--- src/rtl/eth_tx_fcs_insert.sv ---
// Ethernet transmit framer: passes the frame through, zero-pads short frames
// to MIN_BYTES and appends the FCS produced by an external CRC-32 engine.
module eth_tx_fcs_insert #(
    parameter int MIN_BYTES = 60
) (
    input  logic        clk,
    input  logic        reset_n,
    input  logic [7:0]  s_axis_tdata,
    input  logic        s_axis_tvalid,
    input  logic        s_axis_tlast,
    output logic        s_axis_tready,
    output logic [7:0]  m_axis_tdata,
    output logic        m_axis_tvalid,
    output logic        m_axis_tlast,
    input  logic        m_axis_tready,
    output logic [7:0]  crc_byte,
    output logic        crc_en,
    output logic        crc_eof,
    output logic        crc_reset,
    input  logic [31:0] crc_in
);

    typedef enum logic [1:0] {INIT, DATA, PAD, FCS} state_t;

    localparam logic [16:0] MIN_CNT = 17'(MIN_BYTES);

    state_t      state_reg, state_next;
    logic [15:0] count_reg, count_next;
    logic [1:0]  index_reg, index_next;
    logic [31:0] fcs_reg, fcs_next;

    logic        xfer;
    logic [16:0] count_inc;
    logic [15:0] count_sat;

    assign xfer      = m_axis_tvalid && m_axis_tready;
    assign count_inc = {1'b0, count_reg} + 17'd1;
    assign count_sat = (count_reg == 16'hFFFF) ? count_reg : count_inc[15:0];

    always_ff @(posedge clk or negedge reset_n) begin
        if (!reset_n) begin
            state_reg <= INIT;
            count_reg <= '0;
            index_reg <= '0;
            fcs_reg   <= '0;
        end else begin
            state_reg <= state_next;
            count_reg <= count_next;
            index_reg <= index_next;
            fcs_reg   <= fcs_next;
        end
    end

    always_comb begin
        state_next = state_reg;
        count_next = count_reg;
        index_next = index_reg;
        fcs_next   = fcs_reg;
        case (state_reg)
            INIT: begin
                state_next = DATA;
                count_next = '0;
                index_next = '0;
            end
            DATA: begin
                if (xfer) begin
                    count_next = count_sat;
                    if (s_axis_tlast)
                        state_next = (count_inc < MIN_CNT) ? PAD : FCS;
                end
            end
            PAD: begin
                if (xfer) begin
                    count_next = count_sat;
                    if (count_inc >= MIN_CNT)
                        state_next = FCS;
                end
            end
            FCS: begin
                // Byte 0 goes straight out of the engine; keep the rest for indices 1..3.
                if (index_reg == 2'd0)
                    fcs_next = crc_in;
                if (xfer) begin
                    index_next = index_reg + 2'd1;
                    if (index_reg == 2'd3)
                        state_next = INIT;
                end
            end
            default: state_next = INIT;
        endcase
    end

    always_comb begin
        s_axis_tready = 1'b0;
        m_axis_tdata  = 8'h00;
        m_axis_tvalid = 1'b0;
        m_axis_tlast  = 1'b0;
        crc_byte      = 8'h00;
        crc_en        = 1'b0;
        crc_eof       = 1'b0;
        crc_reset     = 1'b0;
        case (state_reg)
            INIT: begin
                crc_reset = 1'b1;
            end
            DATA: begin
                m_axis_tdata  = s_axis_tdata;
                m_axis_tvalid = s_axis_tvalid;
                s_axis_tready = m_axis_tready;
                crc_byte      = s_axis_tdata;
                crc_en        = s_axis_tvalid && m_axis_tready;
            end
            PAD: begin
                m_axis_tvalid = 1'b1;
                crc_en        = m_axis_tready;
            end
            FCS: begin
                crc_eof       = 1'b1;
                m_axis_tvalid = 1'b1;
                m_axis_tlast  = (index_reg == 2'd3);
                case (index_reg)
                    2'd0:    m_axis_tdata = crc_in[7:0];
                    2'd1:    m_axis_tdata = fcs_reg[15:8];
                    2'd2:    m_axis_tdata = fcs_reg[23:16];
                    default: m_axis_tdata = fcs_reg[31:24];
                endcase
            end
            default: crc_reset = 1'b1;
        endcase
    end

endmodule

--- config.mk ---
export PLATFORM = sky130hd
export DESIGN_NAME = eth_tx_fcs_insert
export DESIGN_NICKNAME = d
export VERILOG_FILES = /design/src/rtl/eth_tx_fcs_insert.sv
export SDC_FILE = /design/constraint.sdc
export NUM_CORES = 1
export LEC_CHECK = 0
export CORE_AREA = 3 3 65 91
export DETAILED_ROUTE_END_ITERATION = 7
export DIE_AREA = 0 0 68 94
export PLACE_DENSITY = 0.84
export SYNTH_ARGS = -nofsm -noshare
export SYNTH_HDL_FRONTEND = slang
export SYNTH_SLANG_ARGS = --single-unit
--- constraint.sdc ---
create_clock -name clk -period 4.3 [get_ports clk]
set_input_delay 1.29 -clock clk [delete_from_list [all_inputs] [get_ports clk]]
set_output_delay 1.29 -clock clk [all_outputs]
set_load 0.05 [all_outputs]
==> impl_metrics.toml <==
[setup_path]
cp_data_required_time_ns = 3.01
worstPathArrival_ns = 2.50
cp_slowest_stage_delay_ns = 0.40
cp_slowest_cell = "clkdlybuf4s50_1"
crit_chain = "clkdlybuf4s50_1 -> a222oi_1 -> o21ai_0 -> a21o_1 -> buf_4"
worstSetupPathType = "input port to primary output"
start_kind = "input port"
crit_path_end_kind = "primary output"
path_max_fanout = 1

[grt]
track_usage_pct = 22.2
overflow = 0
grt_pass1_vias = 2308
grt_first_pass_wirelength_mm = 11.0
grt_max_degree = 45
antenna_found_initial = 0

[timing]
worst_slew_pin_slew_ns = 1.00
fin_crit_sh_pct = 88.2
rsz0062_at_grt = "false"
hold_viol_final = 0
setup_tns_ns = 0
period_needed_ns = 3.79
fmax_mhz = 264
slew_headroom_pct = 33.0
whs_ns = 0.515
slew_violations = 0
finalSetupViolCount = 0
setup_slack_ns = 0.506
fin_skew_ns = 0.00429

[hold_path]
min_path_type = "register to register"

[detailed_routing]
wl_per_cell_um = 17.0
drtIter0Drc = 119
first_pass_iters = 5
antenna_left = 0
drt-total-wl_mm = 6.77
drc = 0
routed_via_density = 5.95
vias = 2368

[yosys]
synth_edf_count = 0
synth-adder-area-share_pct = 4.10
synth_area_leader_cell = "dfrtp_1"
synth_seq_area_share_pct = 40.1
synth_cell_types = 45
avgSynthCellArea_um2 = 9.82
synth_top_area_share_pct = 40.1
ys_seq_elements = 44
synthSimpleGateAreaFrac_pct = 17.9
synth_top_family_by_area = "compound AO/OA/AOI/OAI gates"
synth_xor_area_share_pct = 0.319
synth-async-reset-ratio_pct = 100
synth_warnings = 0
synth_ff_type = "dfrtp_1"
syn-num-nets = 334
netlist_area_um2 = 2750
synth_compound_area_share_pct = 20.4
ys_top_cells_by_area = "dfrtp_1 40%, mux2_2 10%, a22o_1 4.1%"
synth_cells = 280
synth.area.mux_share_pct = 11.7

[cts]
cts_hold_buf = 0
cts_resized = 0
clkSinkCount = 44
root_buffer = "clkbuf_8"
clkTransAtPathRegs_ns = 0.08
numCtsBuffers = 5
cts_tree = "built"
post-cts-setup-buffer-count = 0
htreeDepth = 2
clk_path_buf_depth = 2
clk_latency_ns = 0.30

[floorplan]
die_height_um = 94
die_area_um2 = 6390
num_rows = 31
initial_core_util_pct = 52.9
dieWidth_um = 68
core_region_area_um2 = 5200
ios = 67

[power_and_ir_drop]
power_mw = 2.50
peakVddDrop_v = 0.000327
p_leak_nw = 1.54
powerDensity_nw_per_um2 = 718

[status]
status = "complete, no violations"

[final_layout]
final_common_cell = "clkdlybuf4s50_1"
drive_above_1_share_pct = 19.0
final_area_um2 = 3480
nets = 385
final_cell_mix = "46 x clkdlybuf4s50_1, 44 x dfrtp_1, 25 x mux2_2"
syn_to_final_growth_pct = 26.7
final.fill_count = 437
largest_reg_flops = 24
diodes = 0

[placement]
pre_cts_ws_ns = 0.517
place_congestion = 0.763
dpl_cell_area_um2 = 3380
dp_hpwl_mm = 4.84
io_buffer_count = 66

[run]
maxCapViolCount = 0
==> critical path, delay by kind of cell <==
family          cells  cell delay [ns]
compound gates      3             0.62
buf+inv             2             0.58
==> synthesized netlist by cell type, types with 2 or more instances <==
cell type and n:
nand2_1 23, a211oi_2 2, a21oi_1 11, o21ai_1 2, inv_1 9, and2_1 9
buf_2 6, nand4_1 4, nor2_1 4, nand2b_1 3, buf_4 3, nand3_1 13
mux2i_1 4, clkbuf_1 13, a22o_1 13, ha_1 9, and4_1 3, o21ai_0 16
mux2_2 25, a21o_1 14, nor4_1 2, dfrtp_1 44, o211ai_1 2, a222oi_1 8
nor3_1 15, or3_1 4
==> path summary, 6_finish.rpt <==
| kind | start | depth (start not counted) | slack [ns] | endpoint |
|---|---|---|---|---|
| setup / recovery | crc_in[1] | 5 | 0.51 | m_axis_tdata[1] |
| hold / removal | fcs_reg[26] | 1 | 0.52 | fcs_reg[26] |
| setup reg to reg | state_reg[1] | 9 | 1.51 | count_reg[15] |
| hold reg to reg | fcs_reg[26] | 1 | 0.52 | fcs_reg[26] |
| max in group asynchronous | reset_n | 1 | 2.56 | count_reg[13] |
| min in group asynchronous | reset_n | 1 | 1.14 | fcs_reg[8] |
==> power by group <==
group | internal (mW) | total [mW] | leakage, nW | switching [mW]
sequential | 0.578 | 0.705 | 0.547 | 0.127
clock | 0.172 | 0.313 | 0.0552 | 0.141
combinational | 0.581 | 1.48 | 0.941 | 0.903
==> kinds of logic after synthesis <==
family	Yosys count
AOI/OAI and AO/OA	76
muxes	29
buffers and inverters	33
and+or+nand+nor	88
xor gates and xnor gates	1
adders and majority gates	9
DFF	44
==> layout make-up <==
type,count,area [um2],share of cell area [%]
multi-input cells,203,1500,43.0
flip-flops and latches,44,1100,31.6
repair buffers,68,661,19.0
well taps,66,82.6,2.37
clock buffers,6,72.6,2.08
clock inverters,2,35.0,1.01
inverters,9,33.8,0.970
==> stage by stage <==
stage / instances / util, %
floorplan: 280 / -
global placement: 390 / 64.9
detailed placement: 390 / 64.9
CTS: 398 / 67.0
global route: 398 / 67.0
finish: 398 / 67.0
==> per-layer routing <==
layer,global-route usage (%),vias to the layer above,part of all wire (%)
met3,5.03,6,8.2
met4,6.80,0,0.94
met1,26.3,1135,40
met5,0,-,0
met2,38.9,86,51
li1,-,1141,-
Power figures use the tool's default switching activity.
==> RTL change 1 (config.mk and constraints unchanged) <==
Make the reset (`reset_n`) synchronous in one clocked block.
--- a/src/rtl/eth_tx_fcs_insert.sv
+++ b/src/rtl/eth_tx_fcs_insert.sv
@@ -38,5 +38,5 @@
     assign count_sat = (count_reg == 16'hFFFF) ? count_reg : count_inc[15:0];
 
-    always_ff @(posedge clk or negedge reset_n) begin
+    always_ff @(posedge clk) begin
         if (!reset_n) begin
             state_reg <= INIT;
Formal check against the unedited RTL: differs if reset_n is asserted again (counterexample within 4 cycles, from zero or initial values and one cycle with reset_n low); with reset_n held inactive, the same outputs for 10 cycles.
==> RTL change 1 against the original RTL <==
  * First-iteration DRC count grew 60%
  * Register-to-register slack improved by 40 ps
  * Cell area fell by 1.6%
  * Sequential cell count is the same
  * Setup slack better by 3.0 ps
  * Area after synthesis shrank 4.3%
  * Routed wire length up 5.0%
  * Utilization is 1.1 points lower
  * Critical endpoint is now m_axis_tdata[7]
  * Largest cell class unchanged
  * Die area unchanged
Power is not compared: it rests on default switching activity, and its combinational part moved more than twofold at a synthesized area within 25%.
==> RTL change 1: results (changes against the original RTL) <==
.. list-table::
   :header-rows: 1

   * - Metric
     - Value
   * - Data arrival at the endpoint of the critical path
     - 2500 ps (about the same)
   * - Maximum number of pins on one net before global-route repair
     - 27 (-40%)
   * - Critical-path top delay cell
     - clkdlybuf4s50_1
   * - Number of distinct library cells after synthesis
     - 54 (+20%)
   * - Average vias per placed instance
     - 5.74 (-3.5%)
   * - CTS root buffer
     - clkbuf_8
   * - Non-filler instance count after layout
     - 460 (+16%)
   * - Final setup skew
     - 7.32 ps (+3.04 ps)
   * - Inserted Diodes
     - 0 (unchanged)
   * - Most common flop cell mapped by yosys
     - dfxtp_1
   * - Result of the run
     - complete, no violations
   * - Static Leakage
     - ~1.3 nW
   * - Hpwl dp
     - 5.27 mm (+8.9%)
   * - Fraction of final layout cells with drive strength greater than 1
     - 0.102 (-0.0882)
   * - Delay of the slowest cell on the worst path
     - 410 ps
   * - Initial DRC count
     - 190 (+60%)
   * - H-tree level count
     - 2 (unchanged)
   * - Wire length of the first global-routing pass
     - 11.4 mm (+4.3%)
   * - Most frequent cells after synthesis
     - nand2_1 (72), dfxtp_1 (44), a21boi_0 (24)
   * - Actual transition at the worst max-transition pin
     - 860 ps (-143 ps)
   * - Number of clock buffers inserted by TritonCTS
     - 5 (unchanged)
   * - Insertion delay to the later sink of the worst-skew pair
     - 300 ps (about the same)
   * - Post-synthesis cell count
     - 339 (+21%)
   * - Post-CTS repair timing setup buffer count
     - 0 (unchanged)
   * - Worst-case clock buffer depth
     - 2 (unchanged)
   * - Crit Path Max Fanout
     - 1 (unchanged)
   * - Number of warnings printed during yosys synthesis
     - 0 (unchanged)
   * - Total of cells resized after clock tree synthesis
     - 0 (unchanged)
   * - Post-synthesis net count
     - 393 (+18%)
   * - Sequential share of the synthesized area
     - 0.335 (-0.0658)
   * - Maximum ir drop on the vdd rail
     - 0.000175 V
   * - Number of global-route vias before repair
     - 2558 (+11%)
   * - Port buffer count
     - 66 (unchanged)
   * - Number of flip-flops under the largest register name
     - 24 (unchanged)
   * - Post-synth design cell area
     - 2630 µm² (-4.3%)
   * - Overall Global Routing Usage
     - 0.227 (+0.00446)
   * - Clock-pin slew reported for the worst setup and hold paths after clock tree synthesis
     - 90 ps
   * - Post-detailed-route wirelength per cell
     - 15.5 µm (-9.2%)
   * - Pre-Repair DR Iteration Count
     - 7 (+2)
   * - Worst Setup Slack post-DPL
     - 518 ps (+0.467 ps)
   * - Global placer's final weighted congestion
     - 0.823 (+7.8%)
   * - Number of antenna violations at the first check in global routing
     - 0 (unchanged)
   * - Share of synthesized flip-flops with an asynchronous set or reset
     - 0 (-1.00)
   * - Total placed cells including tap cells
     - 452 (+16%)
   * - Kind of path behind the tightest hold check
     - reg -> reg
   * - Cells taking the most area after synthesis
     - dfxtp_1 (33%), nand2_1 (10%), a21boi_0 (6.8%), ha_1 (4.3%), and2_1 (4.0%)
## RTL change 1: cell types whose count changed after synthesis, sizes merged, moves of 11 or more
cell    before  now
a21boi       0   32
a22o        13    0
dfrtp       44    0
dfxtp        0   44
mux2        25    2
nand2       23   73
nor3        16    5
## RTL change 1: logic make-up after synthesis
kind of cell | after synthesis | share of synthesized area
simple gates | 148 | 0.278
compound gates | 101 | 0.271
flops | 44 | 0.335
buf+inv | 29 | 0.0433
fa+ha+maj | 9 | 0.0428
mux | 5 | 0.0200
xor+xnor | 3 | 0.00999
## RTL change 1: metal layers
metal / GRT usage / part of all wire / vias to the layer above
met5: 0 / 0 / -
met4: 0.0580 / 0.0075 / 0
met3: 0.0479 / 0.074 / 7
met2: 0.421 / 0.52 / 93
met1: 0.252 / 0.39 / 1233
li1: - / - / 1308
## RTL change 1: power by group
part	leakage, nW	internal (W)	total (W)	switching, W
Sequential	0.355	0.000428	0.000446	0.0000178
Clock	0.0548	0.000175	0.000325	0.000150
Combinational	0.890	0.000210	0.000548	0.000338
## RTL change 1: final timing paths
path | from | end | slack [ps] | cells after the start
worst max-delay path | crc_in[7] | m_axis_tdata[7] | 510 | 5
worst min-delay path | fcs_reg[25] | fcs_reg[25] | 470 | 2
worst max register to register | count_reg[0] | count_reg[4] | 1550 | 8
worst min register to register | fcs_reg[25] | fcs_reg[25] | 470 | 2
## RTL change 1: final cells by class
class,count,area (µm²)
Fill cell,446,1770
Sequential cell,44,881
Tap cell,66,82.6
Clock inverter,3,46.3
Clock buffer,5,68.8
Timing Repair Buffer,69,686
Multi-Input combinational cell,266,1640
Inverter,7,26.3
## RTL change 1: metrics by stage
step	utilization	cell area, µm²
5_1_grt	0.659	3430
4_1_cts	0.659	3430
3_3_place_gp	0.637	3310
2_1_floorplan	-	2630
6_report	0.659	3430
3_5_place_dp	0.637	3310
## RTL change 1: worst max-delay path: cells and delay by family
family / cells / cell delay (ps)
AOI/OAI and AO/OA: 3 / 610
buffers and inverters: 2 / 590
==> RTL change 2 (config.mk and constraints unchanged) <==
Made on the original files. Change the parameter `MIN_BYTES` from 60 to 59.
--- a/src/rtl/eth_tx_fcs_insert.sv
+++ b/src/rtl/eth_tx_fcs_insert.sv
@@ -2,5 +2,5 @@
 // to MIN_BYTES and appends the FCS produced by an external CRC-32 engine.
 module eth_tx_fcs_insert #(
-    parameter int MIN_BYTES = 60
+    parameter int MIN_BYTES = 59
 ) (
     input  logic        clk,
Function: same outputs for any inputs over 10 cycles, from zero or initial values and one cycle with reset_n low; that may be too few to reach the edited logic, so the function may still have changed.
==> RTL change 2 against the original RTL <==
  * Setup slack worse by 57 ps
  * Sequential cell count unchanged
  * Sequential power down 5.2%
  * Non-clock buffer count unchanged
  * Total power down 3.2%
  * Cell area down 0.54%
  * Routed wire length down 1.9%
  * Critical endpoint is now m_axis_tdata[3]
  * Die area unchanged
  * Area after synthesis down 0.91%
  * Critical path depth unchanged
==> RTL change 2: results (changes against the original RTL) <==
.. list-table::
   :header-rows: 1

   * - Metric
     - Value
   * - Post-synthesis net count
     - 339 (+1.5%)
   * - Total placed cells including tap cells
     - 395 (+1.3%)
   * - Post-CTS repair timing setup buffer count
     - 0 (unchanged)
   * - Sequential share of the synthesized area
     - 0.404 (+0.00368)
   * - Met1 routing resource usage after global routing
     - 0.267 (+0.00381)
   * - Overall routed net length
     - 6.64 mm (-1.9%)
   * - Initial DRC count
     - 152 (+28%)
   * - Number of distinct library cells after synthesis
     - 49 (+8.9%)
   * - Net count reported at finish
     - 391 (+1.6%)
   * - Maximum ir drop on the vdd rail
     - 0.000335 V (+2.6%)
   * - Critical-path top delay cell
     - clkdlybuf4s50_1
   * - Placed Area
     - 3360 µm² (-0.56%)
   * - Fraction of final layout cells with drive strength greater than 1
     - 0.169 (-0.0206)
   * - Wire length of the first global-routing pass
     - 11.0 mm (about the same)
   * - Worst slew slack as a fraction of its limit
     - 0.359 (+0.0292)
   * - Delay of the slowest cell on the worst path
     - 400 ps (about the same)
   * - Final setup skew
     - 8.44 ps (+4.15 ps)
   * - Worst Setup Slack post-DPL
     - 468 ps (-49.3 ps)
   * - Global routing met3 resource utilization
     - 0.0575 (+0.00719)
   * - Result of the run
     - complete, no violations
   * - Global placer's final weighted congestion
     - 0.857 (+12%)
   * - Cells taking the most area after synthesis
     - dfrtp_1 (40%), mux2_2 (9.9%), ha_1 (4.6%), o21ai_0 (4.6%), and2_1 (3.0%)
   * - Number of global-route vias before repair
     - 2362 (+2.3%)
   * - Port buffer count
     - 66 (unchanged)
   * - Data arrival at the endpoint of the critical path
     - 2560 ps (+60 ps)
   * - Post-detailed-route wirelength per cell
     - 16.5 µm (-3.2%)
   * - Overall Global Routing Usage
     - 0.223 (+0.000272)
   * - Post-synthesis cell count
     - 284 (+1.4%)
   * - DR vias
     - 2410 (+1.8%)
   * - Pre-Repair DR Iteration Count
     - 4 (-1)
   * - Static Leakage
     - 1.48 nW (-4.2%)
   * - Met2 global-route usage
     - 0.377 (-0.0129)
   * - Hpwl dp
     - 4.85 mm (+0.21%)
   * - Most frequent cells after synthesis
     - dfrtp_1 (44), o21ai_0 (25), mux2_2 (24)
   * - Share of synthesized flip-flops with an asynchronous set or reset
     - 1.00 (unchanged)
RTL change 2: cell count changes after synthesis, sizes merged, moves of 4 or more:
cell   change
a21o       -5
or4        +5
buf        -4
a31oi      +5
nand3      -9
nor2       +4
a22o      -12
o21ai     +12
nor3      -15
and3       +7
o31ai     +10
RTL change 2: report_power, final:
| part | switching, W | internal [W] |
|---|---|---|
| combinational | 0.000857 | 0.000583 |
| sequential | 0.000105 | 0.000563 |
| clock | 0.000140 | 0.000173 |
RTL change 2: worst paths after layout:
| path | slack [ps] | depth (start not counted) | start | end |
|---|---|---|---|---|
| worst min-delay path | 520 | 1 | fcs_reg[19] | fcs_reg[19] |
| min in group asynchronous | 1140 | 1 | reset_n | count_reg[3] |
| worst max-delay path | 450 | 5 | crc_in[3] | m_axis_tdata[3] |
| worst max register to register | 1460 | 7 | count_reg[0] | count_reg[15] |
| max in group asynchronous | 2560 | 1 | reset_n | count_reg[9] |
| worst min register to register | 520 | 1 | fcs_reg[19] | fcs_reg[19] |
RTL change 2: cells by family after synthesis:
group	count (synthesis)	share of synthesized area
and+or+nand+nor	88	0.183
AOI/OAI and AO/OA	86	0.210
DFF	44	0.404
buffers and inverters	30	0.0501
muxes	25	0.103
adders and majority gates	10	0.0459
xor gates and xnor gates	1	0.00322
RTL change 2: metal layers:
layer  vias to the layer above  share of wire  wire [µm]
met5                         -              0          0
met4                         0          0.016        106
met3                        10          0.090        597
met2                        87           0.48       3190
met1                      1147           0.41       2750
li1                       1166              -          -
RTL change 2: cell type report:
| cell class | count | area (µm²) |
|---|---|---|
| repair buffers | 68 | 661 |
| well taps | 66 | 82.6 |
| clock buffers | 6 | 72.6 |
| fillers | 416 | 1730 |
| clock inverters | 2 | 35.0 |
| multi-input cells | 210 | 1490 |
| flip-flops and latches | 44 | 1100 |
| inverters | 7 | 26.3 |
